File: src/rtl/seg_scroll_display_pkg.sv
// -----------------------------------------------------------------------------
// seg_disp_pkg
// Shared types and helpers for the scrolling 7-segment display driver.
//   SEG_BLANK  : all segments off (active-low)
//   CHAR_BLANK : character code that renders as a blank digit
//   char_t     : 5-bit character code (0x00-0x0F hex glyph, anything else blank)
//   glyph()    : character code -> active-low segments, MSB = a ... LSB = g
// -----------------------------------------------------------------------------
package seg_disp_pkg;

    typedef logic [4:0] char_t;

    localparam logic [6:0] SEG_BLANK  = 7'b1111111;
    localparam char_t      CHAR_BLANK = 5'h1F;

    // Segment order in the returned vector is a,b,c,d,e,f,g from MSB to LSB so
    // that it lands directly on a [0:6] port with bit 0 = a.
    function automatic logic [6:0] glyph(input char_t c);
        logic [6:0] seg;
        case (c)
            5'h00:   seg = 7'b0000001;
            5'h01:   seg = 7'b1001111;
            5'h02:   seg = 7'b0010010;
            5'h03:   seg = 7'b0000110;
            5'h04:   seg = 7'b1001100;
            5'h05:   seg = 7'b0100100;
            5'h06:   seg = 7'b0100000;
            5'h07:   seg = 7'b0001111;
            5'h08:   seg = 7'b0000000;
            5'h09:   seg = 7'b0000100;
            5'h0A:   seg = 7'b0001000;
            5'h0B:   seg = 7'b1100000;
            5'h0C:   seg = 7'b0110001;
            5'h0D:   seg = 7'b1000010;
            5'h0E:   seg = 7'b0110000;
            5'h0F:   seg = 7'b0111000;
            default: seg = SEG_BLANK;
        endcase
        return seg;
    endfunction

endpackage

File: src/rtl/seg_scroll_display_tick_gen.sv
// -----------------------------------------------------------------------------
// tick_gen
// Free-running clock-enable strobe generator. Counts 0..DIV-1 and raises tick
// for the single cycle in which the count equals DIV-1, then wraps to 0. The
// first strobe after reset is therefore seen on the DIV-th clock edge.
//   CLK100MHZ : system clock
//   RESET     : synchronous, active-high reset (count -> 0)
//   tick      : 1-cycle strobe, period DIV cycles
// -----------------------------------------------------------------------------
module tick_gen #(
    parameter int DIV = 2
) (
    input  logic CLK100MHZ,
    input  logic RESET,
    output logic tick
);

    localparam int              CW   = $clog2(DIV);
    localparam logic [CW-1:0]   LAST = CW'(DIV - 1);

    logic [CW-1:0] cnt_q;
    logic [CW-1:0] cnt_d;

    always_comb begin
        tick  = (cnt_q == LAST);
        cnt_d = tick ? '0 : cnt_q + 1'b1;
    end

    always_ff @(posedge CLK100MHZ) begin
        if (RESET) begin
            cnt_q <= '0;
        end else begin
            cnt_q <= cnt_d;
        end
    end

endmodule

File: src/rtl/seg_scroll_display.sv
// -----------------------------------------------------------------------------
// seg_scroll_display
// Scrolling-message driver for a multiplexed common-anode 7-segment bank.
// A message of MSG_LEN characters followed by NUM_DIGITS blanks forms a
// circular stream of PERIOD characters; a window of NUM_DIGITS characters
// starting at pos is shown, leftmost digit first.
//
// Ports:
//   CLK100MHZ : system clock (all timing via clock-enable strobes)
//   RESET     : synchronous, active-high reset
//   msg_data  : MSG_LEN 5-bit char codes, char j at [5j+4:5j]
//   msg_load  : 1-cycle pulse, captures msg_data and restarts at pos 0
//   dir       : 0 = scroll left (pos++), 1 = scroll right (pos--)
//   pause     : 1 = hold pos, scanning continues
//   AN        : active-low digit enables, AN[0] = rightmost digit
//   HEX0      : active-low segments, bit 0 = a ... bit 6 = g
//   pos       : current scroll position
//   DP        : (only with SEG_DP_MARK_EN) active-low, low while the active
//               digit shows stream index 0 (message start marker)
//
// Build option: define SEG_DP_MARK_EN to add the DP output.
// -----------------------------------------------------------------------------
module seg_scroll_display
    import seg_disp_pkg::*;
#(
    parameter int NUM_DIGITS  = 8,
    parameter int MSG_LEN     = 4,
    parameter int SCROLL_DIV  = 40000000,
    parameter int REFRESH_DIV = 50000
) (
    input  logic                                     CLK100MHZ,
    input  logic                                     RESET,
    input  logic [5*MSG_LEN-1:0]                     msg_data,
    input  logic                                     msg_load,
    input  logic                                     dir,
    input  logic                                     pause,
    output logic [NUM_DIGITS-1:0]                    AN,
    output logic [0:6]                               HEX0,
    output logic [$clog2(MSG_LEN+NUM_DIGITS)-1:0]    pos
`ifdef SEG_DP_MARK_EN
    ,
    output logic                                     DP
`endif
);

    localparam int PERIOD = MSG_LEN + NUM_DIGITS;
    localparam int PW     = $clog2(PERIOD);
    localparam int IW     = $clog2(PERIOD) + 1;
    localparam int SW     = $clog2(NUM_DIGITS);

    localparam logic [PW-1:0] POS_LAST  = PW'(PERIOD - 1);
    localparam logic [SW-1:0] SCAN_LAST = SW'(NUM_DIGITS - 1);

    logic scroll_tick;
    logic refresh_tick;

    tick_gen #(.DIV(SCROLL_DIV)) u_scroll_tick (
        .CLK100MHZ (CLK100MHZ),
        .RESET     (RESET),
        .tick      (scroll_tick)
    );

    tick_gen #(.DIV(REFRESH_DIV)) u_refresh_tick (
        .CLK100MHZ (CLK100MHZ),
        .RESET     (RESET),
        .tick      (refresh_tick)
    );

    // ---------------------------------------------------------------- message
    char_t msg_q [MSG_LEN];
    char_t msg_d [MSG_LEN];

    for (genvar gi = 0; gi < MSG_LEN; gi++) begin : g_msg
        always_comb begin
            msg_d[gi] = msg_load ? char_t'(msg_data[5*gi +: 5]) : msg_q[gi];
        end

        always_ff @(posedge CLK100MHZ) begin
            if (RESET) begin
                msg_q[gi] <= CHAR_BLANK;
            end else begin
                msg_q[gi] <= msg_d[gi];
            end
        end
    end

    // ------------------------------------------------------- position / scan
    logic [PW-1:0]         pos_q,  pos_d;
    logic [SW-1:0]         scan_q, scan_d;
    logic                  upd_q,  upd_d;
    logic [NUM_DIGITS-1:0] an_q,   an_d;
    logic [6:0]            hex_q,  hex_d;

    logic [IW-1:0]         sum;
    logic [IW-1:0]         idx;
    char_t                 cur_char;

    always_comb begin
        // A load wins over a coincident scroll strobe.
        pos_d = pos_q;
        if (msg_load) begin
            pos_d = '0;
        end else if (scroll_tick && !pause) begin
            if (dir) begin
                pos_d = (pos_q == '0) ? POS_LAST : pos_q - 1'b1;
            end else begin
                pos_d = (pos_q == POS_LAST) ? '0 : pos_q + 1'b1;
            end
        end

        scan_d = scan_q;
        if (refresh_tick) begin
            scan_d = (scan_q == SCAN_LAST) ? '0 : scan_q + 1'b1;
        end

        // Outputs are reloaded the cycle after the scan index moves.
        upd_d = refresh_tick;

        // Digit k shows stream[(pos + NUM_DIGITS-1-k) mod PERIOD]. The sum is
        // below 2*PERIOD, so the extra index bit keeps it from overflowing.
        sum = IW'(pos_q) + IW'(NUM_DIGITS - 1) - IW'(scan_q);
        idx = sum % IW'(PERIOD);

        cur_char = CHAR_BLANK;
        for (int j = 0; j < MSG_LEN; j++) begin
            if (idx == IW'(j)) begin
                cur_char = msg_q[j];
            end
        end

        an_d  = an_q;
        hex_d = hex_q;
        if (upd_q) begin
            an_d  = ~(NUM_DIGITS'(1) << scan_q);
            hex_d = glyph(cur_char);
        end
    end

    always_ff @(posedge CLK100MHZ) begin
        if (RESET) begin
            pos_q  <= '0;
            scan_q <= '0;
            upd_q  <= 1'b0;
            an_q   <= '1;
            hex_q  <= SEG_BLANK;
        end else begin
            pos_q  <= pos_d;
            scan_q <= scan_d;
            upd_q  <= upd_d;
            an_q   <= an_d;
            hex_q  <= hex_d;
        end
    end

    assign AN   = an_q;
    assign HEX0 = hex_q;
    assign pos  = pos_q;

`ifdef SEG_DP_MARK_EN
    logic dp_q, dp_d;

    always_comb begin
        dp_d = dp_q;
        if (upd_q) begin
            dp_d = (idx != '0);
        end
    end

    always_ff @(posedge CLK100MHZ) begin
        if (RESET) begin
            dp_q <= 1'b1;
        end else begin
            dp_q <= dp_d;
        end
    end

    assign DP = dp_q;
`endif

endmodule

File: config.mk
export PLATFORM = sky130hd
export DESIGN_NAME = seg_scroll_display
export DESIGN_NICKNAME = d
export VERILOG_FILES = /design/src/rtl/seg_scroll_display_pkg.sv /design/src/rtl/seg_scroll_display_tick_gen.sv /design/src/rtl/seg_scroll_display.sv
export SDC_FILE = /design/constraint.sdc
export NUM_CORES = 1
export LEC_CHECK = 0
export ABC_AREA = 1
export CORE_ASPECT_RATIO = 1.25
export CORE_MARGIN = 3
export CORE_UTILIZATION = 50
export CTS_CLUSTER_SIZE = 30
export DETAILED_ROUTE_END_ITERATION = 16
export GPL_TIMING_DRIVEN = 0
export PLACE_DENSITY_LB_ADDON = 0.12
export SETUP_SLACK_MARGIN = 0.5
export SYNTH_ARGS = -nofsm -noshare
export SYNTH_HDL_FRONTEND = slang
export SYNTH_HIERARCHICAL = 1
export SYNTH_SLANG_ARGS = --single-unit
File: constraint.sdc
create_clock -name CLK100MHZ -period 9.5 [get_ports CLK100MHZ]
set_clock_uncertainty 0.05 [all_clocks]
set_input_delay 1.425 -clock CLK100MHZ [delete_from_list [all_inputs] [get_ports CLK100MHZ]]
set_output_delay 1.425 -clock CLK100MHZ [all_outputs]
set_load 0.01 [all_outputs]
==> flow_summary.json <==
{
  "grt_max_degree": 17,
  "start_kind": "flip-flop",
  "crit_path_end": "HEX0[4]",
  "place_hpwl_mm": 8.517,
  "synth_cells": 708,
  "power_uw": 749.6,
  "antenna_found_initial": 0,
  "crit_type": "flip-flop to flip-flop",
  "start_util_pct": 51.75,
  "syn-cell-area_mm2": 0.004798,
  "async_flop_share_pct": 0,
  "h-tree-depth": 3,
  "port_buffers": 42,
  "overflow": 0,
  "place.gp.congestion": 0.9219,
  "num_vias": 4408,
  "tns_ns": 0,
  "leakage_nw": 2.253,
  "status": "completed",
  "yosysWarnings": 6,
  "dieArea_mm2": 0.01082,
  "cts_max_path_buffers": 2,
  "min_period_ns": 3.426,
  "hold_buffers": 0,
  "cts_buffers": 9,
  "startpoint": "scan_q[1]",
  "worst_slew_pin_slew_ns": 0.5685,
  "cp_max_fo": 10,
  "ios": 44,
  "r2r-end": "HEX0[4]",
  "cts-resized-gates": 0,
  "final_cell_count_no_fill": 889,
  "dieHeight_um": 115.5,
  "drc": 0,
  "row_count": 39,
  "synth_edf_count": 0,
  "place_inst": 873,
  "cts_sinks": 85,
  "power-per-cell-area_mw_per_mm2": 132.3,
  "coreArea_mm2": 0.009271,
  "r2r-start": "scan_q[1]",
  "cp.required_ns": 9.68,
  "clkTransAtPathRegs_ns": 0.06,
  "period_share_pct": 36.06,
  "ys.flop_type": "dfxtp_1",
  "track_usage_pct": 21.13,
  "fin_nets": 810,
  "drt_wl_total_mm": 10.93,
  "clk_latency_ns": 0.34,
  "die_w_um": 93.62,
  "r2r_cells": 23,
  "grt_setup_unrepaired": "false",
  "grt_pass1_wl_mm": 18.34,
  "drv_slew": 0,
  "maxCapViolCount": 0,
  "worstSetupEndpointType": "flip-flop",
  "drtAntennaViolNets": 0,
  "grt_pass1_vias": 4165,
  "synth_cell_types": 38,
  "wire_per_inst_um": 12.29,
  "drtIter0Drc": 141,
  "cts_root_buf": "clkbuf_16",
  "fin_util_pct": 61.11,
  "holdWs_ns": 0.3951,
  "syn_avg_cell_area_um2": 6.777,
  "setup_viol": 0,
  "r2r_slack_ns": 6.07,
  "postCtsSetupBuffers": 0,
  "antennaDiodeCount": 0,
  "ys_ff_latch": 85,
  "cts_tree": "built",
  "vias_per_cell": 4.958,
  "fmax_mhz": 291.9,
  "vdd_ir_drop_max_uv": 80.67,
  "maxSlewHeadroom_pct": 61.96,
  "arrival_ns": 3.61,
  "synth_seq_area_share_pct": 35.46,
  "synth_nets": 757,
  "min_path_type": "flip-flop to flip-flop",
  "hold_violations": 0,
  "syn_to_final_growth_pct": 18.07,
  "drive_gt1_share_pct": 8.225,
  "first_pass_iters": 4
}
-- cells in the mapped netlist, types with 4 or more instances --
| library cell | instances | area, um^2 |
|---|---|---|
| o22ai_1 | 4 | 25.02 |
| inv_2 | 10 | 37.54 |
| xnor2_1 | 8 | 70.07 |
| inv_1 | 76 | 285.3 |
| ha_1 | 23 | 287.8 |
| nand3b_1 | 4 | 30.03 |
| nand2_2 | 12 | 75.07 |
| o21ai_0 | 19 | 95.09 |
| nor3_1 | 5 | 25.02 |
| nand4_1 | 8 | 50.05 |
| a211oi_1 | 4 | 30.03 |
| nand3_1 | 68 | 340.3 |
| clkbuf_1 | 9 | 33.78 |
| a21oi_1 | 45 | 225.2 |
| nor2_1 | 97 | 364.1 |
| dfxtp_1 | 85 | 1702 |
| nand2_1 | 182 | 683.2 |
| xor2_1 | 12 | 105.1 |
| nor2_2 | 7 | 43.79 |
-- worst max-delay path, cell delays in order (launching register included) --
cell	delay, ns
dfxtp_1	0.39
inv_1	0.10
ha_1	0.28
ha_1	0.17
inv_1	0.07
fa_1	0.52
inv_1	0.05
nand3_1	0.07
nand3_1	0.09
nand2_2	0.10
buf_6	0.15
buf_12	0.13
nand3_1	0.06
nand3_1	0.12
nand2_1	0.09
nand2_2	0.13
inv_1	0.08
ha_1	0.24
nand3_1	0.13
nor2_1	0.05
nor2_1	0.08
nand2_1	0.07
nand2_1	0.06
nand2_1	0.04
-- where the power goes --
group          leakage [nW]  switching [mW]  internal (mW)
registers             0.692         0.00439          0.364
logic                  1.42          0.0188         0.0175
clock network         0.142           0.155          0.189
total                  2.25           0.178          0.571
-- area by class of cell --
cell class	instances	area (um^2)
multi-input cells	519	2653
clock buffers	10	239.0
repair buffers	42	420.4
fillers	904	3606
flip-flops and latches	85	1702
inverters	89	334.1
clock inverters	6	53.80
well taps	123	153.9
plain buffers	15	110.1
-- stage by stage --
stage	worst slack, ns	instance area, um^2
6_report	6.074	5665
5_1_grt	5.786	5665
2_1_floorplan	6.461	4798
3_3_place_gp	6.128	5373
3_5_place_dp	6.087	5373
4_1_cts	6.061	5665
-- layer usage --
| layer | share of wire (%) | GRT usage (%) |
|---|---|---|
| met2 | 51 | 38.88 |
| met4 | 1.9 | 7.996 |
| met3 | 2.9 | 3.506 |
| met5 | 0 | 0 |
| met1 | 44 | 24.43 |
-- state kept, by name (all words and copies together) (netlist names) --
name                  flops
u_refresh_tick/cnt_q     16
AN                        8
u_scroll_tick/cnt_q      26
scan_q                    3
HEX0                      7
pos                       4
upd_q                     1
msg_q                    20
-- cells in the final DEF (no fill, tap or decap), types with 10 or more instances in the layout --
master           Yosys  final
ha_1                23     23
nand2_2             12     12
nand3_1             68     68
a21oi_1             45     45
nand2_1            182    182
clkdlybuf4s50_1      0     42
xor2_1              12     12
inv_2               10     10
dfxtp_1             85     85
inv_1               76     76
nor2_1              97     97
o21ai_0             19     19
-- kinds of logic (layout without fill, tap and decap cells) --
group,Yosys count,in the layout,share of synthesized area (%)
flops,85,85,35.46
fa+ha+maj,24,24,6.415
buf+inv,104,162,9.257
simple gates,398,398,36.61
compound gates,77,77,8.605
xor+xnor,20,20,3.651
-- worst min-delay path by stage --
stage	cells past startpoint	to	start	slack [ns]
floorplan	1	u_scroll_tick/cnt_q[0]	u_scroll_tick/cnt_q[0]	0.37
global placement	1	u_scroll_tick/cnt_q[0]	u_scroll_tick/cnt_q[0]	0.38
detailed placement	1	u_scroll_tick/cnt_q[0]	u_scroll_tick/cnt_q[0]	0.39
CTS	1	u_scroll_tick/cnt_q[0]	u_scroll_tick/cnt_q[0]	0.40
global route	1	u_scroll_tick/cnt_q[0]	u_scroll_tick/cnt_q[0]	0.43
finish	1	u_scroll_tick/cnt_q[0]	u_scroll_tick/cnt_q[0]	0.40
(Power assumes the default switching activity.)
